[src/rtl/jt7759_romfeed.sv]
// jt7759_romfeed -- streams ADPCM phrase bytes from ROM into a 4-entry byte
// FIFO and hands them to the decoder one nibble at a time.
//
// Ports:
//   clk          system clock, rising edge
//   rst_n        synchronous active-low reset
//   cen          clock enable for the decoder-side nibble logic
//   cendec       nibble request strobe, qualified by cen
//   start        one-clk pulse that begins (or restarts) a phrase
//   start_addr   first ROM byte address, sampled on start
//   len          phrase length in bytes, sampled on start (0 = empty phrase)
//   rom_cs       ROM read request
//   rom_addr     ROM byte address
//   rom_data     ROM read data
//   rom_ok       rom_data valid for the current rom_addr
//   nib          nibble sent to the decoder (high nibble of each byte first)
//   nib_valid    one-clk pulse: nib was updated
//   busy         a phrase is being fed
//   done         one-clk pulse after the last nibble was delivered
//   underrun     one-clk pulse: a request found the FIFO empty
//   urun_cnt     saturating underrun counter (only with JT7759_UNDERRUN_CNT_EN)
//
// Optional feature: define JT7759_UNDERRUN_CNT_EN to add the urun_cnt port.

module jt7759_romfeed (
  input  logic        clk,
  input  logic        rst_n,
  input  logic        cen,
  input  logic        cendec,
  input  logic        start,
  input  logic [16:0] start_addr,
  input  logic [15:0] len,
  output logic        rom_cs,
  output logic [16:0] rom_addr,
  input  logic [7:0]  rom_data,
  input  logic        rom_ok,
  output logic [3:0]  nib,
  output logic        nib_valid,
  output logic        busy,
  output logic        done,
  output logic        underrun
`ifdef JT7759_UNDERRUN_CNT_EN
  ,
  output logic [7:0]  urun_cnt
`endif
);

  typedef enum logic [1:0] {IDLE, FETCH, WAIT, DRAIN} state_t;

  state_t      state, state_nx;
  logic [16:0] addr;
  logic [15:0] remaining;
  logic [7:0]  fifo_mem [4];
  logic [1:0]  wr_ptr, rd_ptr;
  logic [2:0]  count;
  logic        half;          // 0: next nibble is [7:4], 1: next is [3:0]
  logic        fifo_empty, fifo_full;
  logic        accept, req, pop;

  assign fifo_empty = (count == 3'd0);
  assign fifo_full  = (count == 3'd4);
  assign rom_addr   = addr;

  // A start in the same clk as rom_ok wins: the byte belongs to the old phrase.
  assign accept = rom_cs && rom_ok && !start;
  // Requests only count while a phrase is active and not being restarted.
  assign req    = cen && cendec && busy && !start;
  // The byte leaves the FIFO together with its low nibble.
  assign pop    = req && !fifo_empty && half;

  // State register
  // NOTE: sequential state uses non-blocking assignments so every flop samples
  // the pre-edge values of its neighbours, independent of block ordering.
  always_ff @(posedge clk) begin
    if (!rst_n) state <= IDLE;
    else        state <= state_nx;
  end

  // Next-state logic
  // NOTE: every combinational output gets a default before the case so no
  // path leaves it unassigned, which would otherwise infer a latch.
  always_comb begin
    state_nx = state;
    if (start) begin
      state_nx = (len != 16'd0) ? FETCH : IDLE;
    end else begin
      case (state)
        IDLE:    state_nx = IDLE;
        FETCH: begin
          if (accept)                   state_nx = WAIT;
          else if (remaining == 16'd0)  state_nx = DRAIN;
        end
        WAIT:    state_nx = (remaining != 16'd0) ? FETCH : DRAIN;
        DRAIN:   if (fifo_empty) state_nx = IDLE;
        default: state_nx = IDLE;
      endcase
    end
  end

  // Output logic
  always_comb begin
    rom_cs = 1'b0;
    busy   = 1'b0;
    case (state)
      FETCH: begin
        busy   = 1'b1;
        rom_cs = !fifo_full && (remaining != 16'd0);
      end
      WAIT, DRAIN: busy = 1'b1;
      default: begin
        rom_cs = 1'b0;
        busy   = 1'b0;
      end
    endcase
  end

  // FIFO storage
  // NOTE: the byte array carries no reset; validity is tracked by count and
  // the pointers, which are reset, so stale contents are never read.
  always_ff @(posedge clk) begin
    if (rst_n && accept) fifo_mem[wr_ptr] <= rom_data;
  end

  // Address/length counters, FIFO bookkeeping and decoder-side outputs
  always_ff @(posedge clk) begin
    if (!rst_n) begin
      addr      <= 17'd0;
      remaining <= 16'd0;
      wr_ptr    <= 2'd0;
      rd_ptr    <= 2'd0;
      count     <= 3'd0;
      half      <= 1'b0;
      nib       <= 4'd0;
      nib_valid <= 1'b0;
      underrun  <= 1'b0;
      done      <= 1'b0;
    end else begin
      nib_valid <= 1'b0;
      underrun  <= 1'b0;
      done      <= 1'b0;
      if (start) begin
        addr      <= start_addr;
        remaining <= len;
        wr_ptr    <= 2'd0;
        rd_ptr    <= 2'd0;
        count     <= 3'd0;
        half      <= 1'b0;
        done      <= (len == 16'd0);
      end else begin
        if (accept) begin
          wr_ptr    <= wr_ptr + 2'd1;
          addr      <= addr + 17'd1;      // wraps modulo 2^17
          remaining <= remaining - 16'd1;
        end
        if (req) begin
          if (fifo_empty) begin
            underrun <= 1'b1;
          end else begin
            nib_valid <= 1'b1;
            nib       <= half ? fifo_mem[rd_ptr][3:0] : fifo_mem[rd_ptr][7:4];
            half      <= !half;
            if (half) rd_ptr <= rd_ptr + 2'd1;
          end
        end
        // Simultaneous push and pop leave the count unchanged.
        count <= count + {2'b00, accept} - {2'b00, pop};
        // Last low nibble went out on an earlier clk: finish now.
        if (state == DRAIN && fifo_empty) done <= 1'b1;
      end
    end
  end

`ifdef JT7759_UNDERRUN_CNT_EN
  always_ff @(posedge clk) begin
    if (!rst_n)                                         urun_cnt <= 8'd0;
    else if (start)                                     urun_cnt <= 8'd0;
    else if (req && fifo_empty && urun_cnt != 8'hFF)    urun_cnt <= urun_cnt + 8'd1;
  end
`endif

endmodule

[config.mk]
export PLATFORM = sky130hd
export DESIGN_NAME = jt7759_romfeed
export DESIGN_NICKNAME = d
export VERILOG_FILES = /design/src/rtl/jt7759_romfeed.sv
export SDC_FILE = /design/constraint.sdc
export NUM_CORES = 1
export LEC_CHECK = 0
export BUFFER_PORTS_ARGS = -buffer_cell sky130_fd_sc_hd__buf_2
export CORE_MARGIN = 1.5
export CORE_UTILIZATION = 45
export DETAILED_ROUTE_END_ITERATION = 10
export PLACE_DENSITY = 0.7
export SKIP_CTS_REPAIR_TIMING = 1
export SLEW_MARGIN = 15
export SYNTH_ARGS = -nofsm -noshare
export SYNTH_HDL_FRONTEND = slang
export SYNTH_SLANG_ARGS = --single-unit
[constraint.sdc]
create_clock -name clk -period 4.6 [get_ports clk]
set_clock_uncertainty 0.05 [all_clocks]
set_input_delay 0 -clock clk [delete_from_list [all_inputs] [get_ports clk]]
set_output_delay 0 -clock clk [all_outputs]
set_load 0.1 [all_outputs]
### After elaboration in Yosys (flattened, before gate mapping)

Memory sizes are Yosys's and may differ from the RTL's. A register that Yosys moved wholly into a read port is not among the register bits.
Cells that the tools add are included.

| storage, ports and cells | value |
|---|---|
| flip-flop bits (word level) | 50 |
| latch bits | 0 |
| RAM bits | 32 |
| bits in read-only memories | 0 |
| input bits | 47 |
| output and inout bits | 26 |
| word-level logic and storage cells | 78 |
| memories kept | 1 |

| cells by class | value |
|---|---|
| $add $sub $neg | 6 |
| multipliers | 0 |
| divide/modulo/power cells | 0 |
| magnitude comparators | 0 |
| equality and inequality tests | 6 |
| shift operators | 0 |
| multiplexer cells | 22 |
| bitwise gates (word level) | 4 |
| reduce and logical (&&, ||, !) cells | 28 |

Memories:

| memory | depth | width | rd ports | clocked after Yosys merged registers in | write ports | line | text |
|---|---|---|---|---|---|---|---|
| fifo_mem | 4 | 8 | 1 | 1 | 1 | 53 | `logic [7:0] fifo_mem [4];` |

Operators by type and width:

| operator | count |
|---|---|
| $mux 17 | 2 |
| $logic_not 16->1 | 2 |
| $mux 16 | 2 |
| $reduce_bool 16->1 | 2 |
| $add 17x1->17 const B | 1 |
| $sub 16x1->16 const B | 1 |
| $mux 2 | 7 |
| $logic_and 1x1->1 | 10 |
| $mux 1 | 9 |
| $pmux 2 s4 | 1 |
| $reduce_and 3->1 | 2 |
| $reduce_or 3->1 | 2 |
| $add 2x1->2 const B | 2 |
| $eq 2x2->1 const B | 2 |
| $logic_not 1->1 | 4 |
| $mux 4 | 1 |
| $ne 4x4->1 const B | 1 |
| $not 1->1 | 4 |
| $reduce_and 2->1 | 2 |
| $add 3x1->3 | 1 |
| $eq 3x3->1 const B | 1 |
| $logic_not 3->1 | 1 |
| $ne 3x3->1 const B | 1 |
| $sub 3x1->3 | 1 |
| 4 further kinds | 4 |

### Logic depth before layout (Yosys ltp)

| depth | value |
|---|---|
| word-level depth | 9 |
| mapped depth | 15 |
| mapped depth without buffers | 14 |

### Least setup slack after synthesis

No wires, ideal clock.

| timing | value |
|---|---|
| path kind | reg-to-reg |
| from | register remaining[0] |
| to | register count[2] |
| library setup time | 0.127 ns |
| arrival | 3.057 ns |
| data required time | 4.423 ns |
| setup slack | 1.366 ns |
| cell stages (with the launch flop) | 16 |
| buffers on the path | 1 |
| clock period less this slack | 3.234 ns |
| cells stage by stage | dfxtp_1 inv_1 ha_1 or4b_2 nor4_4 nor2_1 clkbuf_1 nand2_1 ha_1 inv_1 ha_1 inv_1 fa_1 xor2_1 xnor2_1 nor2_1 |

| on the way | value |
|---|---|
| longest elaborated chain between the ends | 7 |

Ends and longest elaborated chain:

| element | line | text |
|---|---|---|
| start: declaration | 52 | `logic [15:0] remaining;` |
| start signal: assignment | 143 | `remaining <= len;` |
| start signal: assignment | 153 | `remaining <= remaining - 16'd1;` |
| $reduce_bool 16->1 | 107 | `rom_cs = !fifo_full && (remaining != 16'd0);` |
| $logic_and 1x1->1 | 107 |  |
| $mux 1 | 104 | `case (state)` |
| $logic_and 1x1->1 (2 in series) | 65 | `assign accept = rom_cs && rom_ok && !start;` |
| $add 3x1->3 | 166 | `count <= count + {2'b00, accept} - {2'b00, pop};` |
| $sub 3x1->3 | 166 |  |
| end signal: assignment | 166 |  |
| end: declaration | 55 | `logic [2:0] count;` |

No other way between the ends.
A chain may end at the register's enable or synchronous reset.

### Worst setup path in the final report

Ends and elaborated chain as after synthesis.

==> results.md <==
* Combinational share of power at 15.9%
* Minimum clock period at 3.232 ns
* Largest family of logic cells by synthesized area: simple AND/OR/NAND/NOR gates
* Internal at 0.001147 W
* Die Width at 97.49 µm
* Initial DRC count at 108
* Clk Tree Root Cell: clkbuf_8
* Status: complete, no violations
* Buffers on Ports at 72
* RePlAce Congestion at 0.8197
* Vias per inst at 5.447
* Layout cell share with drive strength beyond 1 at 21.66%
* Final wirelength at 9.342 mm
* Initial Util at 46.29%
* Clk buf depth at 2
* Main synth FF type: dfxtp_1
* Ports at 73
* Critical setup path kind: register to register
* Fmax at 0.3094 GHz
* Final worst slack at 1.368 ns
* Routed len/inst at 15.52 µm
* Hpwl dp at 6.332 mm
* CTS tree: yes
* Sequential cell area fraction in the yosys report at 49.83%
* Simple-gate share of the synthesized area at 16.97%
* Cell taking the most area after synthesis: dfxtp_1
* Antenna Nets Post-Route at 0
* RSZ-0062 raised after global routing: false
* Post-synth EDFFs at 32
* Slew headroom at 50.30%
* Crit path max fanout at 15
* Flop pwr share at 49.9%
* Synth warn at 0
* Syn Nets at 441
* Via count at 3279
* Largest cells by area after synthesis: dfxtp_1 (26%), edfxtp_1 (24%), xnor2_1 (5.0%), o21ai_0 (4.7%), mux4_2 (4.5%)
* Post-synthesis cell area at 4018 µm²
* Synth Area in Compound Gates at 12.36%
* Worst Hold Class: primary input to register
* Place WS at 1.374 ns
* Initial antenna violation count at 0
* Xor and xnor fraction of the mapped netlist area at 6.540%
* Row count at 34
* H-tree lvl count at 3
* Fin cells at 602
* Syn_area_per_cell at 10.54 µm²
* Cell total after placement at 542
* Setup TNS at 0 ns
* DR pass1 iterations at 4
* Switching Share at 30.26%
* Top cells by count, synth: dfxtp_1 (52), o21ai_0 (38), edfxtp_1 (32)
* WP data arrival at 3.40 ns
* Final core utilization at 58.69%
* Power Dens Cells at 322.9 nW/µm²
* Leak at 1.899 nW
* Most frequent cell after synthesis: dfxtp_1
* CP endpoint kind: register
* Clock power share at 34.3%
* Reg-to-reg critical path startpoint: remaining[0]$_SDFFE_PN0P_
* Clk_lat worst skew at 0.36 ns
* Remaining Overflow, GRT at 0
* Netlist cell types at 48
* CP required at 4.77 ns
* Post-route DRC at 0
* Die Area at 9504 µm²
* Fin crit share at 70.27%
* Pwr Total at 0.001645 W
* Ant. Diodes at 0
* Asr flop ratio synth at 0%
* First-pass GRT wire length at 14.83 mm
* CP Launch Type: register
* Post-synth top area share at 25.91%
* CTS buffer count at 9
* Layout area overhead at 26.78%
* P_sw at 0.0004978 W
* Critical Path Start: remaining[0]$_SDFFE_PN0P_
* Synth Area in Adders at 4.235%
* Die Y-Extent at 97.49 µm
* Clk slew on worst S/H paths at 0.10 ns
* Mapped Cells at 381
* Final Setup Violations at 0
* CTS sink count at 84
* Peak VDD IR at 0.2072 mV
* GRT Overall Usage at 19.65%
* Seq cells post-synth at 84
* Fin. max-slew vios at 0
* Worst Hold Launch: start
* Core Footprint at 8678 µm²
* Number of global-route vias before repair at 3147
* Max Cap Viol at 0
* Portion of netlist area occupied by mux cells at 6.478%
* Final hold vios at 0
* Largest net degree at the start of global routing at 44
* Worst-margin pin slew at 0.7387 ns
* Nets at 549
[flip-flops by register name, summed over array words and instances, names as in the netlist, named ones only]
name,count
done,1
state,2
rom_addr,17
remaining,16
fifo_mem,32
count,3
nib,4
half,1
wr_ptr,2
nib_valid,1
underrun,1
rd_ptr,2
[cell families (layout without fill, tap and decap cells)]
family / count (synthesis) / in the layout
multiplexers: 16 / 16
AND/OR/NAND/NOR: 122 / 122
buffers and inverters: 34 / 147
flip-flops: 84 / 84
AO/OA/AOI/OAI: 82 / 82
adder cells (fa/ha/maj): 13 / 13
XOR/XNOR: 30 / 30
[per-stage QoR]
step / hold slack (ns) / area [µm²]
6_report: 0.05088 / 5094
2_1_floorplan: 0.04887 / 4018
4_1_cts: -0.2398 / 4653
3_5_place_dp: 0.1504 / 4441
5_1_grt: 0.06537 / 5094
3_3_place_gp: 0.1470 / 4441
[layer usage]
metal,GRT usage (%),wire length (µm),up-vias
met3,5.683,459,14
li1,-,-,1634
met5,0,0,-
met2,33.87,4710,86
met4,7.363,175,0
met1,23.17,3997,1545
[power by group through the flow]
| stage | clock, W | combinational, W | sequential (W) |
|---|---|---|---|
| 2_1_floorplan | 0 | 0.000103 | 0.000905 |
| 3_3_place_gp | 0 | 0.000229 | 0.000835 |
| 3_5_place_dp | 0 | 0.000231 | 0.000837 |
| 4_1_cts | 0.000578 | 0.000232 | 0.000820 |
| 5_1_grt | 0.000599 | 0.000282 | 0.000824 |
| 6_report | 0.000564 | 0.000261 | 0.000820 |
[final cells by class]
cell class | count | area, µm²
Fill cell | 732 | 3585
Sequential cell | 84 | 2002
Multi-Input combinational cell | 263 | 1872
Timing Repair Buffer | 120 | 830.8
Tap cell | 108 | 135.1
Clock buffer | 9 | 123.9
Clock inverter | 7 | 88.84
Inverter | 11 | 41.29
[critical path: stages, from the launching register on]
cell	delay [ns]
dfxtp_1	0.36
inv_1	0.07
ha_1	0.16
or4b_2	0.68
nor4_4	0.16
buf_4	0.24
nor2_1	0.08
nand2_1	0.09
ha_1	0.22
inv_1	0.05
ha_1	0.12
inv_1	0.05
fa_1	0.37
xor2_1	0.18
xnor2_1	0.16
nor2_1	0.05
[cell usage in the layout (no fill, tap or decap), types with 7 or more instances in the layout]
cell / netlist / layout
nand4_1: 11 / 11
nand3_1: 10 / 10
nand2_1: 27 / 27
xor2_1: 7 / 7
xnor2_1: 23 / 23
nor3_1: 9 / 9
edfxtp_1: 32 / 32
nor4_1: 15 / 15
buf_2: 1 / 72
inv_1: 10 / 10
mux2i_1: 8 / 8
dlygate4sd3_1: 0 / 44
nor2_1: 16 / 16
and3_1: 7 / 7
o21ai_0: 38 / 38
mux4_2: 8 / 8
ha_1: 12 / 12
dfxtp_1: 52 / 52
a21oi_1: 22 / 22
clkbuf_8: 0 / 9
[path summary, 6_finish.rpt]
check	end	slack [ns]	cells after the start
hold / removal	rom_addr[15]$_SDFFE_PN0P_	0.05	3
hold reg to reg	rom_addr[16]$_SDFFE_PN0P_	0.47	2
setup / recovery	count[2]$_SDFF_PP0_	1.37	15
setup reg to reg	count[2]$_SDFF_PP0_	1.37	15
Power figures use the tool's default switching activity.
